$ cat src/rtl/cnn_pkg.sv
// cnn_pkg: FP16 constants and accumulator state encoding shared by the CNN tail blocks.
package cnn_pkg;
  localparam logic [15:0] FP16_POS_ZERO = 16'h0000;
  localparam logic [15:0] FP16_NEG_INF  = 16'hFC00;
  localparam logic [15:0] FP16_POS_INF  = 16'h7C00;
  localparam logic [15:0] FP16_QNAN     = 16'h7E00;
  typedef enum logic [1:0] {IDLE, ACCUM, EMIT} acc_state_t;
endpackage

$ cat src/rtl/addfp16.sv
// addfp16: combinational IEEE FP16 adder, round-to-nearest-even, saturating to Inf, subnormals supported.
module addfp16
  import cnn_pkg::*;
(
  input  logic [15:0] a,
  input  logic [15:0] b,
  output logic [15:0] sum
);
  logic        a_nan, b_nan, a_inf, b_inf, swap, sub, st, up, sg;
  logic [15:0] l, r;
  logic [4:0]  e_l, e_s, d;
  logic [10:0] m_l, m_s;
  logic [13:0] sh, al, n;
  logic [14:0] s;
  logic [5:0]  lz, sft, e, ef;
  logic [11:0] m;
  assign a_nan = &a[14:10] && |a[9:0];
  assign b_nan = &b[14:10] && |b[9:0];
  assign a_inf = &a[14:10] && !(|a[9:0]);
  assign b_inf = &b[14:10] && !(|b[9:0]);
  // l is the larger magnitude, so the effective subtraction never goes negative
  assign swap = b[14:0] > a[14:0];
  assign l    = swap ? b : a;
  assign r    = swap ? a : b;
  assign e_l  = |l[14:10] ? l[14:10] : 5'd1;
  assign e_s  = |r[14:10] ? r[14:10] : 5'd1;
  assign m_l  = {|l[14:10], l[9:0]};
  assign m_s  = {|r[14:10], r[9:0]};
  assign d    = e_l - e_s;
  assign sub  = l[15] ^ r[15];
  always_comb begin
    sh = {m_s, 3'b000} >> d;
    st = d >= 5'd14 ? |m_s : |({m_s, 3'b000} & ((14'd1 << d) - 14'd1));
    al = {sh[13:1], sh[0] | st};
    s  = sub ? {1'b0, m_l, 3'b000} - {1'b0, al} : {1'b0, m_l, 3'b000} + {1'b0, al};
    lz = 6'd14;
    for (int i = 0; i < 14; i++) if (s[i]) lz = 6'(13 - i);
    sft = lz < {1'b0, e_l} - 6'd1 ? lz : {1'b0, e_l} - 6'd1;
    n   = s[14] ? {s[14:2], s[1] | s[0]} : s[13:0] << sft;
    e   = s[14] ? {1'b0, e_l} + 6'd1 : {1'b0, e_l} - sft;
    up  = n[2] & (n[3] | n[1] | n[0]);
    m   = {1'b0, n[13:3]} + {11'd0, up};
    ef  = m[11] ? e + 6'd1 : (m[10] ? e : 6'd0);
    sg  = s == 15'd0 ? l[15] & r[15] : l[15];
  end
  assign sum = (a_nan || b_nan || (a_inf && b_inf && sub)) ? FP16_QNAN :
               a_inf ? a : b_inf ? b :
               ef >= 6'd31 ? (sg ? FP16_NEG_INF : FP16_POS_INF) :
               {sg, ef[4:0], m[11] ? m[10:1] : m[9:0]};
endmodule

$ cat src/rtl/mat_sum_acc.sv
// mat_sum_acc: per-map streaming FP16 sum over N_ELEMS beats, emitted as a one-cycle valid pulse.
module mat_sum_acc
  import cnn_pkg::*;
#(
  parameter int DATA_WIDTH = 16,
  parameter int N_MATS     = 10,
  parameter int N_ELEMS    = 16
) (
  input  logic                               clk,
  input  logic                               rst_n,
  input  logic                               clr,
  input  logic [N_MATS-1:0][DATA_WIDTH-1:0]  in_data,
  input  logic                               in_valid,
  input  logic                               in_last,
  output logic                               in_ready,
  output logic [N_MATS-1:0][DATA_WIDTH-1:0]  out_sum,
  output logic                               out_valid,
  output logic                               frame_err
);
  localparam int CNT_W = $clog2(N_ELEMS);
  acc_state_t                        state;
  logic [CNT_W-1:0]                  cnt;
  logic [N_MATS-1:0][DATA_WIDTH-1:0] acc, sum_w;
  logic                              fire, last;
  assign in_ready  = state != EMIT;
  assign out_valid = state == EMIT;
  assign fire      = in_valid && in_ready;
  assign last      = cnt == CNT_W'(N_ELEMS - 1);
  for (genvar i = 0; i < N_MATS; i++) begin : g_add
    addfp16 u_add (.a(acc[i]), .b(in_data[i]), .sum(sum_w[i]));
  end
  // in_last is only audited; the beat counter alone decides frame boundaries
  always_ff @(posedge clk or negedge rst_n)
    if (!rst_n) begin
      state     <= IDLE;
      cnt       <= '0;
      acc       <= {N_MATS{FP16_POS_ZERO}};
      out_sum   <= {N_MATS{FP16_POS_ZERO}};
      frame_err <= 1'b0;
    end else if (clr) begin
      state     <= IDLE;
      cnt       <= '0;
      acc       <= {N_MATS{FP16_POS_ZERO}};
      frame_err <= 1'b0;
    end else if (fire) begin
      frame_err <= frame_err | (in_last ^ last);
      acc       <= last ? {N_MATS{FP16_POS_ZERO}} : sum_w;
      cnt       <= last ? '0 : cnt + CNT_W'(1);
      state     <= last ? EMIT : ACCUM;
      if (last) out_sum <= sum_w;
    end else if (state == EMIT) begin
      state <= IDLE;
    end
endmodule

$ cat config.mk
export PLATFORM = sky130hd
export DESIGN_NAME = mat_sum_acc
export DESIGN_NICKNAME = d
export VERILOG_FILES = /design/src/rtl/cnn_pkg.sv /design/src/rtl/addfp16.sv /design/src/rtl/mat_sum_acc.sv
export SDC_FILE = /design/constraint.sdc
export NUM_CORES = 2
export LEC_CHECK = 0
export ABC_AREA = 1
export BUFFER_PORTS_ARGS = -buffer_cell sky130_fd_sc_hd__buf_2
export CAP_MARGIN = 10
export CORE_UTILIZATION = 25
export DETAILED_ROUTE_END_ITERATION = 8
export HOLD_SLACK_MARGIN = 0.12
export PLACE_DENSITY = 0.36
export SLEW_MARGIN = 5
export SYNTH_ARGS = -nofsm -noshare
export SYNTH_HDL_FRONTEND = slang
export SYNTH_SLANG_ARGS = --single-unit
$ cat constraint.sdc
create_clock -name clk -period 31.6 [get_ports clk]
set_clock_uncertainty 0.1 [all_clocks]
set_input_delay 3.16 -clock clk [delete_from_list [all_inputs] [get_ports clk]]
set_output_delay 3.16 -clock clk [all_outputs]
set_load 0.02 [all_outputs]
Word level (Yosys, flattened, before mapping)

Cells that the tools add are included.

Bits in registers: 327
Input port bits: 165
Output and inout bits: 163
Logic and storage cells: 796

Add/sub/neg operators: 91
$lt $le $gt $ge: 40
Eq/ne operators: 3
Shift operators: 30
Multiplexer cells: 332
Bitwise logic cells: 83
Reductions and logical operators: 194

Operators by type and width:

| operator                | count |
|---|---|
| $mux W16                | 70 |
| $mux W160               | 3 |
| $mux W4                 | 83 |
| $mux W6                 | 40 |
| $reduce_or A10 Y1       | 20 |
| $add A14 B14 Y15        | 10 |
| $gt A15 B15 Y1          | 10 |
| $logic_not A15 Y1       | 10 |
| $mux W15                | 10 |
| $reduce_or A15 Y1       | 10 |
| $sub A14 B14 Y15        | 10 |
| $and A14 B14 Y14        | 10 |
| $mux W14                | 10 |
| $reduce_or A14 Y1       | 10 |
| $shl A1 B5 Y14 const A  | 10 |
| $shl A14 B6 Y14         | 10 |
| $shr A14 B5 Y14         | 10 |
| $sub A14 B1 Y14 const B | 10 |
| $add A11 B1 Y12         | 10 |
| $mux W3                 | 40 |
| $mux W10                | 10 |
| $mux W5                 | 20 |
| $reduce_and A5 Y1       | 20 |
| $reduce_or A5 Y1        | 20 |
| 24 further kinds        | 307 |

Logic depth before layout (Yosys ltp)

Depth after elaboration: 45
Mapped depth: 85
Gate-level depth less buffers: 83

Cells and area by module

From an unflattened synthesis, not the netlist that was laid out.

Cell total of the unflattened synthesis: 12,296
Area total of the unflattened synthesis: 69,718.1 sq um

Modules (own cells, without submodules):

| module                       | instances | cells an instance | area each (sq um) | sequential area each (sq um) |
|---|---|---|---|---|
| addfp16 (g_add[1].u_add ...) | 4         | 1,085             | 5,694.2           | 0.0 |
| mat_sum_acc                  | 1         | 1,412             | 12,739.7          | 8,182.8 |
| addfp16 (g_add[7].u_add ...) | 2         | 1,085             | 5,734.2           | 0.0 |
| addfp16 (g_add[3].u_add)     | 1         | 1,103             | 5,726.7           | 0.0 |
| addfp16 (g_add[0].u_add)     | 1         | 1,098             | 5,711.7           | 0.0 |
| addfp16 (g_add[9].u_add)     | 1         | 1,078             | 5,698.0           | 0.0 |
| addfp16 (g_add[2].u_add)     | 1         | 1,095             | 5,596.6           | 0.0 |

Worst setup path before layout

OpenSTA, ideal clock, no wires.

Path kind: input -> register
Start point: in in_data[110] (netlist bit)
End point: reg out_sum[103] (netlist bit)
Library setup time: 0.118 ns
Arrival: 13.067 ns
Required time: 31.382 ns
Slack: 18.315 ns
Cell stages on the path: 67
Path buffers: 5
Cells stage by stage: ha_1 > nand2_2 > nor2_2 > and2b_2 > nand4_4 > nand2_4 > buf_2 > buf_1 > nand2_1 > o21ai_1 > nand4_1 > nand2_1 > inv_1 > ha_1 > fa_1 > xnor2_2 > inv_1 > clkbuf_1 > [31 not listed] > ha_1 > inv_1 > o21ai_0 > a21oi_1 > ha_1 > inv_1 > o211ai_1 > xor2_1 > nand4_1 > xnor2_1 > inv_1 > o21ai_2 > nor2_8 > buf_6 > nand3_2 > nand2_1 > nand3_1 > nand2_1

Word-level cells in the longest chain between the ends: 42
Elaborated cells between the ends (all ways): 64
Those cells by class: add/sub: 9; order compare: 4; shift: 3; mux: 30; bitwise: 7; reduce/logical: 11

Ends and longest elaborated chain:

| element                                    | RTL line                     | text |
|---|---|---|
| start, declared                            | mat_sum_acc.sv:12            | `input logic [N_MATS-1:0][DATA_WIDTH-1:0] in_data,` |
| $gt A15 B15 Y1                             | addfp16.sv:22                | `assign swap = b[14:0] > a[14:0];` |
| $mux W16, on equally long branches         | addfp16.sv:23, addfp16.sv:24 |  |
| $reduce_or A5 Y1, on equally long branches | --                           |  |
| $mux W5, on equally long branches          | addfp16.sv:25, addfp16.sv:26 |  |
| $sub A5 B5 Y5                              | addfp16.sv:29                | `assign d = e_l - e_s;` |
| $shl A1 B5 Y14                             | addfp16.sv:33                | `st = d >= 5'd14 ? \|m_s : \|({m_s, 3'b000} & ((14'd1 << d) - 14'd1));` |
| $sub A14 B1 Y14                            | addfp16.sv:33                |  |
| $and A14 B14 Y14                           | addfp16.sv:33                |  |
| [23 not listed]                            | --                           |  |
| $or A1 B1 Y1 (2 in series)                 | addfp16.sv:41                | `up = n[2] & (n[3] \| n[1] \| n[0]);` |
| $and A1 B1 Y1                              | addfp16.sv:41                |  |
| $add A11 B1 Y12                            | addfp16.sv:42                | `m = {1'b0, n[13:3]} + {11'd0, up};` |
| $mux W6 (2 in series)                      | addfp16.sv:43                | `ef = m[11] ? e + 6'd1 : (m[10] ? e : 6'd0);` |
| $ge A6 B5 Y1                               | addfp16.sv:48                | `ef >= 6'd31 ? (sg ? FP16_NEG_INF : FP16_POS_INF) :` |
| $mux W16                                   | addfp16.sv:48                |  |
| $mux W16 (2 in series)                     | addfp16.sv:47                | `a_inf ? a : b_inf ? b :` |
| $mux W16 *                                 | addfp16.sv:46                | `assign sum = (a_nan \|\| b_nan \|\| (a_inf && b_inf && sub)) ? FP16_QNAN :` |
| end signal, assigned                       | mat_sum_acc.sv:38            | `out_sum <= {N_MATS{FP16_POS_ZERO}};` |
| end signal, assigned                       | mat_sum_acc.sv:50            | `if (last) out_sum <= sum_w;` |
| end, declared                              | mat_sum_acc.sv:16            | `output logic [N_MATS-1:0][DATA_WIDTH-1:0] out_sum,` |

Every way passes the cells marked *; elsewhere a longest branch is shown, timed or not.
A chain may end at the register's enable or synchronous reset.

Final worst setup path

Start point: in in_data[94] (netlist bit)
End point: reg out_sum[83] (netlist bit)

The elaborated chain is that of the path after synthesis.

==> out/results.ini <==
[worst_setup_path]
cp-start-kind = input pin
crit_start = in_data[94]
rrSetupSlack_ns = 17.83
crit_path_max_incr_delay_ns = 0.91
cpLargestDelayFamily = compound AO/OA/AOI/OAI gates
endpoint_kind = flop
reg2reg_from = acc[85]
cp_common_cell = nand2_1
cp_data_required_time_ns = 32.11
critPathKind = in -> reg
reg2reg_depth = 59
cp_max_fo = 53
r2r_end = out_sum[83]
cp.arrival_ns = 16.37
cp_slowest_cell = fa_1
crit_buf_inv = 8

[layout]
drive_gt1_share_pct = 7.50
fin_nets = 12639
synthToLayoutAreaGrowth_pct = 9.10

[die]
rows = 187
dieArea_um2 = 264000
die_w_um = 513
die_h_um = 513
core-area_um2 = 260000
initial_core_util_pct = 25.2
num_io_pins = 328

[route]
totalWireLength_um = 274000
final_antenna_net_count = 0
via_per_inst = 4.92
drt_iter0_markers = 5542
drc = 0
vias = 75631
routedWlPerCell_um = 17.8
dr.pass1.iters = 6

[run]
drv_cap = 0

[timing]
tightest_slew_ns = 1.21
hold_viol_final = 0
rsz0062_at_grt = no
period_share_pct = 50.2
fmax_ghz = 0.0631
setup_tns_ns = 0
period_needed_ns = 15.86
setup_viol = 0
drv_slew = 0
max_slew_margin_pct = 19.0

[yosys]
ys_warn_count = 0
synth_compound_area_share_pct = 13.5
synthMuxAreaShare_pct = 0.186
synth_area_um2 = 65400
ys_seq_area_share_pct = 12.5
yosysTopAreaCell = nand2_1
synthCells = 11851
post-synth-top-count-cell = nand2_1
synth_fa_ha_area_share_pct = 10.8
synth-xor-area-share_pct = 2.65
syn_nets = 12567
synth_ff_type = dfrtp_1
synthSimpleGateAreaFrac_pct = 48.3
yosys-top-cells-count = 3,969 x nand2_1, 1,596 x nand3_1, 1,523 x inv_1
synth_area_per_cell_um2 = 5.52
synthTopCellsByArea = nand2_1 23%, dfrtp_1 13%, nand3_1 12%
ys_seq_elements = 327
synth_edf_count = 0
synth_top_family_by_area = simple AND/OR/NAND/NOR gates
synth.top_cell.area_share_pct = 22.8
synth-async-reset-ratio_pct = 100
ys_types = 81

[min_path]
hold_end = out_sum[101]
min_from = out_sum[101]
hold_path_class = reg -> reg
whs_path_depth = 2

[clocking]
ctsRootBufferMaster = clkbuf_16
clk_latency_ns = 0.68
postCtsSetupBuffers = 0
postCtsHoldBufs = 0
cts_buffers = 48
cts_tree = done
htreeDepth = 2
clkSinkCount = 327
cts_resized = 0
cts_max_path_buffers = 3
clk_pin_slew_ns = 0.06

[global_routing]
overflow = 0
antenna_found_initial = 19
grt_max_degree = 124
grt_use_total_pct = 20.1
grt_first_pass_wirelength_um = 426000
grt_pass1_vias = 72364

[place]
place_congestion = 0.911
portBuffers = 327
dp_hpwl_um = 225000

[outcome]
outcome = complete, no violations

routing by layer:
layer	up-vias	track usage, %	routed length [um]	share of wire, %
li1	38663	-	-	-
met1	35170	27.8	132000	48
met2	1565	34.2	128000	47
met3	233	1.39	9050	3.3
met4	0	3.60	4750	1.7
met5	-	0	0	0
registers in the layout, indices dropped and copies added, names as in the netlist:
signal and cells:
cnt 4, out_sum 160, state 2, acc 160
frame_err 1
through the flow:
stage          cell area [um2]  worst slack, ns  hold WS [ns]  util (%)  std cells
2_1_floorplan            65400            18.32         0.349         -      11851
6_report                 71300            15.74         0.370      27.5      15369
3_5_place_dp             69700            14.86         0.360      26.8      15275
3_3_place_gp             69700            14.88         0.362      26.8      15275
4_1_cts                  71300            15.62         0.378      27.5      15363
5_1_grt                  71300            14.27         0.390      27.5      15364
kinds of logic after synthesis:
kind of cell             Yosys count
AND/OR/NAND/NOR                 7252
adder cells (fa/ha/maj)          551
XOR/XNOR                         192
buffers and inverters           1929
multiplexers                      12
flip-flops                       327
AO/OA/AOI/OAI                   1588
worst min-delay path, stage by stage, from the launching register on:
cell	delay (ns)
dfrtp_1	0.33
nand2_1	0.05
nand2_1	0.05
worst max-delay path by stage:
stage | endpoint | slack (ns) | cells after the start
2_1_floorplan | out_sum[103] | 18.32 | 67
3_3_place_gp | out_sum[93] | 14.88 | 58
3_5_place_dp | out_sum[93] | 14.86 | 58
4_1_cts | out_sum[93] | 15.62 | 58
5_1_grt | out_sum[83] | 14.27 | 66
6_report | out_sum[83] | 15.74 | 59
cell type report:
cell class | count | area [um2]
Tap cell | 3402 | 4260
Clock inverter | 19 | 251
Sequential cell | 327 | 8180
Inverter | 1595 | 6010
Fill cell | 30156 | 188000
Timing Repair Buffer | 356 | 1860
Antenna cell | 6 | 15.0
Clock buffer | 69 | 1390
Multi-Input combinational cell | 9595 | 49400
cell usage in the layout (no fill, tap or decap), types with 12 or more instances in the layout:
master	n
nand2_1	3969
nand3_1	1596
inv_1	1520
nor2_1	917
o21ai_0	629
ha_1	531
a21oi_1	461
dfrtp_1	327
buf_2	326
nand4_1	181
o21ai_1	166
xor2_1	135
nor3_1	120
nand2_2	116
nor2_2	62
or2_2	60
nor4_1	59
xnor2_1	50
o22ai_1	48
clkbuf_16	48
o21ai_2	44
a31oi_1	42
o211ai_1	41
inv_2	40
o31ai_1	29
buf_4	29
clkinv_1	28
nor2_4	28
nand3_2	27
nand3b_1	27
nand2_4	22
fa_1	20
o21bai_1	18
nor3_2	17
a211oi_1	17
and2_1	15
a22oi_1	12
Power is left out: the tool's default activity adds up to more than one toggle a clock period on the data nets, which glitch-free logic cannot reach.
